`src/rtl/axi_rd_responder.sv`:
```
// AXI4 read responder over a 1-cycle-latency SRAM; one burst at a time, WRAP support under AXI_RD_RESPONDER_WRAP_EN.
// Latency: AR handshake in cycle T, sram_en in T+1, first s_rvalid in T+3; sustained 1 beat/cycle.
// Backpressure: 2-entry R buffer; reads are only issued while buffer+in-flight stays within 2 entries.
module axi_rd_responder #(
    parameter int ID_WIDTH   = 4,
    parameter int ADDR_WIDTH = 64,
    parameter int DATA_WIDTH = 64,
    parameter int MEM_AW     = 16
) (
    input  logic                  clk,
    input  logic                  reset_n,
    input  logic                  s_arvalid,
    output logic                  s_arready,
    input  logic [ID_WIDTH-1:0]   s_arid,
    input  logic [ADDR_WIDTH-1:0] s_araddr,
    input  logic [7:0]            s_arlen,
    input  logic [2:0]            s_arsize,
    input  logic [1:0]            s_arburst,
    output logic                  s_rvalid,
    input  logic                  s_rready,
    output logic [ID_WIDTH-1:0]   s_rid,
    output logic [DATA_WIDTH-1:0] s_rdata,
    output logic [1:0]            s_rresp,
    output logic                  s_rlast,
    output logic                  sram_en,
    output logic [MEM_AW-1:0]     sram_addr,
    input  logic [DATA_WIDTH-1:0] sram_rdata
);

    localparam int DB = DATA_WIDTH / 8;
    localparam int LB = $clog2(DB);

    localparam logic [1:0] ST_IDLE  = 2'd0;
    localparam logic [1:0] ST_ISSUE = 2'd1;
    localparam logic [1:0] ST_DRAIN = 2'd2;

    localparam logic [1:0] RESP_OKAY   = 2'b00;
    localparam logic [1:0] RESP_SLVERR = 2'b10;

    localparam logic [1:0] BURST_FIXED = 2'b00;
    localparam logic [1:0] BURST_WRAP  = 2'b10;
    localparam logic [1:0] BURST_RSVD  = 2'b11;

    // Control state and captured burst parameters
    logic [1:0]            state;
    logic                  arready_q;
    logic [ID_WIDTH-1:0]   id_q;
    logic [ADDR_WIDTH-1:0] addr_q;      // address of the next beat to issue
    logic [7:0]            len_q;
    logic [2:0]            size_q;
    logic [1:0]            burst_q;
    logic                  err_q;
    logic [8:0]            beat_cnt;    // index of the next beat to issue, 0..len

    // One read stage between issue and buffer push
    logic                  inflight;
    logic                  inflight_last;
    logic                  inflight_err;

    // Two-entry R buffer
    logic [DATA_WIDTH-1:0] fifo_data [2];
    logic [1:0]            fifo_resp [2];
    logic                  fifo_last [2];
    logic [ID_WIDTH-1:0]   fifo_id   [2];
    logic                  rd_ptr;
    logic                  wr_ptr;
    logic [1:0]            count;

    logic                  ar_fire;
    logic                  ar_err;
    logic                  pop;
    logic                  push;
    logic [2:0]            occ_after;
    logic                  issue;
    logic                  last_issue;
    logic                  head_last;

    logic [ADDR_WIDTH-1:0] step;
    logic [ADDR_WIDTH-1:0] aligned;
    logic [ADDR_WIDTH-1:0] incr_addr;
    logic [ADDR_WIDTH-1:0] next_addr;
`ifdef AXI_RD_RESPONDER_WRAP_EN
    logic [ADDR_WIDTH-1:0] wrap_mask;
    logic [ADDR_WIDTH-1:0] wrap_addr;
`endif

    assign ar_fire   = s_arvalid & arready_q;
    assign s_arready = arready_q;

    assign s_rvalid  = (count != 2'd0);
    assign pop       = s_rvalid & s_rready;
    assign push      = inflight;
    assign head_last = fifo_last[rd_ptr];

    // Credit: entries held + read in flight - entry leaving now must stay below 2
    assign occ_after  = {1'b0, count} + {2'b00, inflight} - {2'b00, pop};
    assign issue      = (state == ST_ISSUE) && (occ_after < 3'd2);
    assign last_issue = issue && (beat_cnt == {1'b0, len_q});

    // Error bursts run through the same credit pipeline but never touch the SRAM
    assign sram_en   = issue & ~err_q;
    assign sram_addr = addr_q[MEM_AW+LB-1:LB];

    // Head of the buffer drives R; fields read as zero while nothing is valid
    assign s_rdata = s_rvalid ? fifo_data[rd_ptr] : '0;
    assign s_rresp = s_rvalid ? fifo_resp[rd_ptr] : 2'b00;
    assign s_rlast = s_rvalid & head_last;
    assign s_rid   = s_rvalid ? fifo_id[rd_ptr] : '0;

    // Classify an incoming AR as an error burst
    always_comb begin
        ar_err = 1'b0;
        if (s_arsize > 3'(LB)) begin
            ar_err = 1'b1;
        end
        if (s_arburst == BURST_RSVD) begin
            ar_err = 1'b1;
        end
`ifdef AXI_RD_RESPONDER_WRAP_EN
        if ((s_arburst == BURST_WRAP) &&
            !((s_arlen == 8'd1) || (s_arlen == 8'd3) || (s_arlen == 8'd7) || (s_arlen == 8'd15))) begin
            ar_err = 1'b1;
        end
`else
        if (s_arburst == BURST_WRAP) begin
            ar_err = 1'b1;
        end
`endif
    end

    // Address of the beat after the one being issued
    always_comb begin
        step      = ADDR_WIDTH'(1) << size_q;
        aligned   = addr_q & ~(step - ADDR_WIDTH'(1));
        incr_addr = aligned + step;
`ifdef AXI_RD_RESPONDER_WRAP_EN
        wrap_mask = ((ADDR_WIDTH'(len_q) + ADDR_WIDTH'(1)) << size_q) - ADDR_WIDTH'(1);
        wrap_addr = (addr_q & ~wrap_mask) | (incr_addr & wrap_mask);
`endif
        next_addr = incr_addr;
        if (burst_q == BURST_FIXED) begin
            next_addr = addr_q;
        end else if (burst_q == BURST_WRAP) begin
`ifdef AXI_RD_RESPONDER_WRAP_EN
            next_addr = wrap_addr;
`else
            next_addr = addr_q;
`endif
        end
    end

    // Burst FSM: accept AR, issue beats under credit, drain until rlast handshakes
    always_ff @(posedge clk) begin
        if (!reset_n) begin
            state     <= ST_IDLE;
            arready_q <= 1'b0;
            id_q      <= '0;
            addr_q    <= '0;
            len_q     <= 8'd0;
            size_q    <= 3'd0;
            burst_q   <= 2'b00;
            err_q     <= 1'b0;
            beat_cnt  <= 9'd0;
        end else begin
            arready_q <= (state == ST_IDLE) && !ar_fire;
            case (state)
                ST_IDLE: begin
                    if (ar_fire) begin
                        id_q     <= s_arid;
                        addr_q   <= s_araddr;
                        len_q    <= s_arlen;
                        size_q   <= s_arsize;
                        burst_q  <= s_arburst;
                        err_q    <= ar_err;
                        beat_cnt <= 9'd0;
                        state    <= ST_ISSUE;
                    end
                end
                ST_ISSUE: begin
                    if (issue) begin
                        addr_q   <= next_addr;
                        beat_cnt <= beat_cnt + 9'd1;
                        if (last_issue) begin
                            state <= ST_DRAIN;
                        end
                    end
                end
                ST_DRAIN: begin
                    if (pop && head_last) begin
                        state <= ST_IDLE;
                    end
                end
                default: state <= ST_IDLE;
            endcase
        end
    end

    // Track the single read whose data appears on sram_rdata next cycle
    always_ff @(posedge clk) begin
        if (!reset_n) begin
            inflight      <= 1'b0;
            inflight_last <= 1'b0;
            inflight_err  <= 1'b0;
        end else begin
            inflight      <= issue;
            inflight_last <= last_issue;
            inflight_err  <= issue & err_q;
        end
    end

    // Two-entry R buffer: push completed reads, pop on R handshake
    always_ff @(posedge clk) begin
        if (!reset_n) begin
            for (int i = 0; i < 2; i++) begin
                fifo_data[i] <= '0;
                fifo_resp[i] <= 2'b00;
                fifo_last[i] <= 1'b0;
                fifo_id[i]   <= '0;
            end
            rd_ptr <= 1'b0;
            wr_ptr <= 1'b0;
            count  <= 2'd0;
        end else begin
            if (push) begin
                fifo_data[wr_ptr] <= inflight_err ? '0 : sram_rdata;
                fifo_resp[wr_ptr] <= inflight_err ? RESP_SLVERR : RESP_OKAY;
                fifo_last[wr_ptr] <= inflight_last;
                fifo_id[wr_ptr]   <= id_q;
                wr_ptr            <= ~wr_ptr;
            end
            if (pop) begin
                rd_ptr <= ~rd_ptr;
            end
            count <= count + {1'b0, push} - {1'b0, pop};
        end
    end

endmodule
```
`config.mk`:
```
export PLATFORM = sky130hd
export DESIGN_NAME = axi_rd_responder
export DESIGN_NICKNAME = d
export VERILOG_FILES = /design/src/rtl/axi_rd_responder.sv
export SDC_FILE = /design/constraint.sdc
export NUM_CORES = 1
export LEC_CHECK = 0
export CAP_MARGIN = 5
export CORE_ASPECT_RATIO = 1.4
export CORE_UTILIZATION = 41
export CTS_CLUSTER_DIAMETER = 200
export CTS_CLUSTER_SIZE = 14
export DETAILED_ROUTE_END_ITERATION = 12
export DONT_BUFFER_PORTS = 1
export SKIP_CTS_REPAIR_TIMING = 1
export SLEW_MARGIN = 20
export SYNTH_ARGS = -nofsm -noshare
export SYNTH_HDL_FRONTEND = slang
export SYNTH_SLANG_ARGS = --single-unit
```
`constraint.sdc`:
```
create_clock -name clk -period 8.9 [get_ports clk]
set_clock_uncertainty 0.05 [all_clocks]
set_input_delay 2.67 -clock clk [delete_from_list [all_inputs] [get_ports clk]]
set_output_delay 2.67 -clock clk [all_outputs]
set_load 0.02 [all_outputs]
```
Word level (Yosys, flattened, before mapping)
Memories as Yosys holds them, arrays and structs flattened. A register that Yosys moved wholly into a read port is not among the register bits.
Cells that the tools add are included.
{"block": "op_classes", "magnitude_cmp": 2, "n_reduce_logical": 17, "bitwise_logic": 10, "mul": 0, "eq_ne": 12, "mux": 45, "add_sub_neg": 7, "n_div": 0, "n_shift": 1}
{"cell": "$mux 64", "count": 7}
{"cell": "$pmux 64 s2", "count": 1}
{"cell": "$add 64x64->64", "count": 1}
{"cell": "$and 64x64->64", "count": 1}
{"cell": "$not 64->64", "count": 1}
{"cell": "$reduce_or 64->1", "count": 1}
{"cell": "$shl 1x3->64 const A", "count": 1}
{"cell": "$sub 64x1->64 const B", "count": 1}
{"cell": "$mux 1", "count": 24}
{"cell": "$mux 9", "count": 2}
{"cell": "$pmux 9 s2", "count": 1}
{"cell": "$mux 2", "count": 7}
{"cell": "$ne 2x2->1 const B", "count": 6}
{"cell": "$add 9x1->9 const B", "count": 1}
{"cell": "$eq 9x8->1", "count": 1}
{"cell": "$eq 2x2->1 const B", "count": 4}
{"cell": "$mux 4", "count": 2}
{"cell": "$pmux 2 s3", "count": 1}
{"cell": "$and 1x1->1", "count": 5}
{"cell": "$reduce_and 5->1", "count": 1}
{"cell": "$logic_and 1x1->1", "count": 4}
{"cell": "$logic_not 2->1", "count": 2}
{"cell": "$reduce_and 4->1", "count": 1}
{"cell": "$reduce_bool 2->1", "count": 2}
{"cell": "other kinds (14)", "count": 16}
{"block": "totals", "output_inout_bits": 90, "romBits": 0, "inputBits": 149, "latchBits": 0, "reg_bits": 101, "mem_count": 4, "wordCells": 113, "ramBits": 142}
{"memory": "fifo_data", "words": 2, "width": 64, "read_ports": 1, "rd_clocked_by_memory_dff": 1, "write_ports": 2, "line_no": "61", "rtl": "logic [DATA_WIDTH-1:0] fifo_data [2];"}
{"memory": "fifo_id", "words": 2, "width": 4, "read_ports": 1, "rd_clocked_by_memory_dff": 1, "write_ports": 2, "line_no": "64", "rtl": "logic [ID_WIDTH-1:0] fifo_id [2];"}
{"memory": "fifo_resp", "words": 2, "width": 2, "read_ports": 1, "rd_clocked_by_memory_dff": 1, "write_ports": 2, "line_no": "62", "rtl": "logic [1:0] fifo_resp [2];"}
{"memory": "fifo_last", "words": 2, "width": 1, "read_ports": 1, "rd_clocked_by_memory_dff": 1, "write_ports": 2, "line_no": "63", "rtl": "logic fifo_last [2];"}

Longest topological paths before layout
{"block": "depth", "ltp_word": 9, "depth_mapped": 17, "depth_no_buf": 16}

Worst setup path before layout
OpenSTA, ideal clock, no wires.
{"block": "synth_timing", "path_type": "input to output", "from": "in s_rready", "to": "out sram_en", "arrival_ns": 4.325, "required_ns": 6.180, "setup_slack_ns": 1.855, "cell_stages": 10, "path_buffers": 0, "cell_sequence": "nand2_1 inv_1 ha_1 inv_1 ha_1 inv_1 fa_1 xnor2_1 nand3_1 nor2_1"}
{"block": "synth_via", "elab_chain_len": 5}
{"element": "start: declaration", "line_no": "20", "rtl": "input logic s_rready,"}
{"element": "$and 1x1->1", "line_no": "91", "rtl": "assign pop = s_rvalid & s_rready;"}
{"element": "net pop", "line_no": "71", "rtl": "logic pop;"}
{"element": "$sub 3x1->3", "line_no": "96", "rtl": "assign occ_after = {1'b0, count} + {2'b00, inflight} - {2'b00, pop};"}
{"element": "$lt 3x2->1", "line_no": "97", "rtl": "assign issue = (state == ST_ISSUE) && (occ_after < 3'd2);"}
{"element": "$logic_and 1x1->1", "line_no": "97"}
{"element": "$and 1x1->1", "line_no": "101", "rtl": "assign sram_en = issue & ~err_q;"}
{"element": "end: declaration", "line_no": "25", "rtl": "output logic sram_en,"}
The timed path passes the listed nets, and every way through them passes these cells.

Worst setup path after layout
Same ends and word-level chain as after synthesis.

==> results.txt <==
post-synthesis xor/xnor area fraction: 0.0190
sequential fraction of design power: 0.437
synth warn: 0
critical path class: in -> out
Residual DRC: 0
die span in x: 132 um
final-layout fill cell count: 2263
power per cell area: 257 mW/mm^2
Sequential Area: 0.00531 sq mm
final core utilization: 0.448
Hold Path Class: reg -> reg
status: finished clean
ys async rst share: 0
drt via density: 5.44
Routed WL: 23.0 mm
worst vdd ir: 0.000189 V
Syn Std Cell Area: 0.00971 sq mm
Fin. Hold Viols: 0
H-tree depth: 4
syn avg cell area: 9.86 sq um
period utilisation layout: 0.831
RePlAce Congestion: 0.927
Routed Antenna Nets: 0
CP required: 6.18 ns
post-synthesis simple-gate area fraction: 0.220
synthesis-to-finish area growth: 7.17%
mux cell area share after synthesis: 0.0797
Setup TNS: 0 ns
min Tclk post-route: 7.40 ns
CORE AREA: 0.0232 sq mm
number of distinct library cells after synthesis: 62
fin nets: 1088
Pint: 1690 uW
DR pass1 iterations: 4
FP Rows: 66
clk_lat worst skew: 0.43 ns
drt wl/cell: 18.4 um
Clock Pin Slew Worst Setup and Hold Paths: 0.07 ns
commonest non-fill, non-tap cell in the layout: nor2_1
clk sink count: 196
antenna fix cells: 0
vias in the first global route: 6665
switching power total: 986 uW
Post-Synth Adder-Cell Area: 0.00980
starting density of the core: 0.418
unrepaired setup endpoints after global routing: no
Post-synth EDFFs: 138
number of max-cap violations: 0
Critical Path Sink Type: output port
# IOs: 239
clk root buf: clkbuf_16
via count: 6809
Die H: 184 um
register area share after synthesis: 0.547
most frequent cells in the layout: 229 x nor2_1, 138 x edfxtp_1, 81 x nand2_1
TritonCTS Buffers: 17
largest family of logic cells by synthesized area: simple AND/OR/NAND/NOR gates
Slew HR: 0.280
DIE AREA: 0.0243 sq mm
Mapped Nets: 1140
first-pass GRT wire length: 35.7 mm
setup violators final: 0
combinational share of power: 0.282
Slew Limit Fails: 0
CP Data Arrival Time: 4.68 ns
largest fanout on the critical path: 6
largest net degree at the start of global routing: 72
Slew @ Worst Pin: 1.08 ns
Main synth FF type: edfxtp_1
Post-DP HPWL: 14.5 mm
area of the multi-input gates: 0.00401 sq mm
Cells after Synth: 984
Compound-Gate Fraction of Synth Area: 0.0811
initial antenna violation count: 0
power share of the clock group: 0.281
GRT overflow: 0
layout cell share with drive strength beyond 1: 0.0582
total track usage: 0.190
register bit total from synthesis: 196
Clock Path Buffers: 2
Setup crit start kind: input port
Peak Freq: 135 MHz
LEAKAGE: 0.00364 uW
CTS tree: built
initial DRC count: 311
sw frac: 0.369
port bufs: 0
==> routing by layer <==
layer,share of wire,track usage,vias to the layer above
met4,0.031,0.0926,0
met1,0.40,0.222,3274
li1,-,-,3275
met2,0.51,0.332,220
met5,0,0,-
met3,0.053,0.0389,40
==> per-stage QoR <==
step           setup WS (ns)  std cells  power, uW  hold slack (ns)  area (sq um)
5_1_grt                 1.30       1251       2810            0.438         10400
3_3_place_gp            1.52       1219       1940            0.385          9820
3_5_place_dp            1.47       1219       1960            0.397          9820
2_1_floorplan           1.85        984       1790            0.366          9710
4_1_cts                 1.46       1251       2710            0.408         10400
6_report                1.50       1251       2680            0.407         10400
==> worst paths after layout <==
| kind | start | endpoint | slack [ns] | cells past startpoint |
|---|---|---|---|---|
| max | s_rready | sram_en | 1.50 | 10 |
| min | inflight_last$_SDFF_PN0_ | fifo_last[1]$_DFF_P_ | 0.41 | 2 |
| max reg2reg | count[1]$_SDFF_PN0_ | addr_q[12]$_SDFFE_PN0P_ | 4.30 | 17 |
| min reg2reg | inflight_last$_SDFF_PN0_ | fifo_last[1]$_DFF_P_ | 0.41 | 2 |
==> cell usage after synthesis (all sizes together), types with 6 or more instances <==
| library cell | n | share of area |
|---|---|---|
| nand2b | 73 | 0.047 |
| nand2 | 83 | 0.032 |
| and2 | 14 | 0.0090 |
| clkbuf | 44 | 0.017 |
| dfxtp | 58 | 0.12 |
| xor2 | 11 | 0.0099 |
| inv | 13 | 0.0050 |
| o21ai | 23 | 0.012 |
| nand3 | 20 | 0.010 |
| a211oi | 8 | 0.0062 |
| nor2 | 230 | 0.089 |
| mux2i | 75 | 0.077 |
| and3 | 10 | 0.0064 |
| o211ai | 8 | 0.0062 |
| ha | 6 | 0.0077 |
| edfxtp | 138 | 0.43 |
| a31oi | 6 | 0.0039 |
| nand4 | 7 | 0.0045 |
| xnor2 | 10 | 0.0090 |
| a21oi | 42 | 0.022 |
| buf | 35 | 0.021 |
| nor3 | 13 | 0.0067 |
==> power by group through the flow <==
stage,Clock [uW],Sequential [uW],Combinational (uW)
CTS,772,1170,767
finish,752,1170,755
global route,806,1180,820
global placement,0,1190,758
floorplan,0,1130,665
detailed placement,0,1190,766
==> kinds of logic after synthesis <==
kind of cell               count (synthesis)
AOI/OAI and AO/OA                        120
xor gates and xnor gates                  21
adders and majority gates                  7
buffers and inverters                     93
DFF                                      196
muxes                                     77
other                                      1
and+or+nand+nor                          469
==> critical path: stages <==
cell and delay, ns:
nand2_1 0.13, inv_1 0.10, ha_1 0.27, inv_1 0.06, ha_1 0.13, inv_1 0.05
fa_1 0.37, xnor2_1 0.25, nand3_1 0.24, nor2_1 0.41
==> flip-flops by register name, summed over array words and instances (netlist names), 2 cells and up, named ones only <==
signal     count
fifo_data    128
fifo_last      2
size_q         3
len_q          8
state          2
addr_q        19
fifo_id        8
beat_cnt       9
count          2
fifo_resp      2
id_q           4
==> layout make-up <==
cell class,instances,share of cell area
Multi-Input combinational cell,695,0.386
Clock inverter,12,0.00998
Inverter,14,0.00505
Tap cell,306,0.0368
Sequential cell,196,0.511
Clock buffer,20,0.0460
Timing Repair Buffer,8,0.00577
Note: power is estimated with default switching activity, not from simulation.
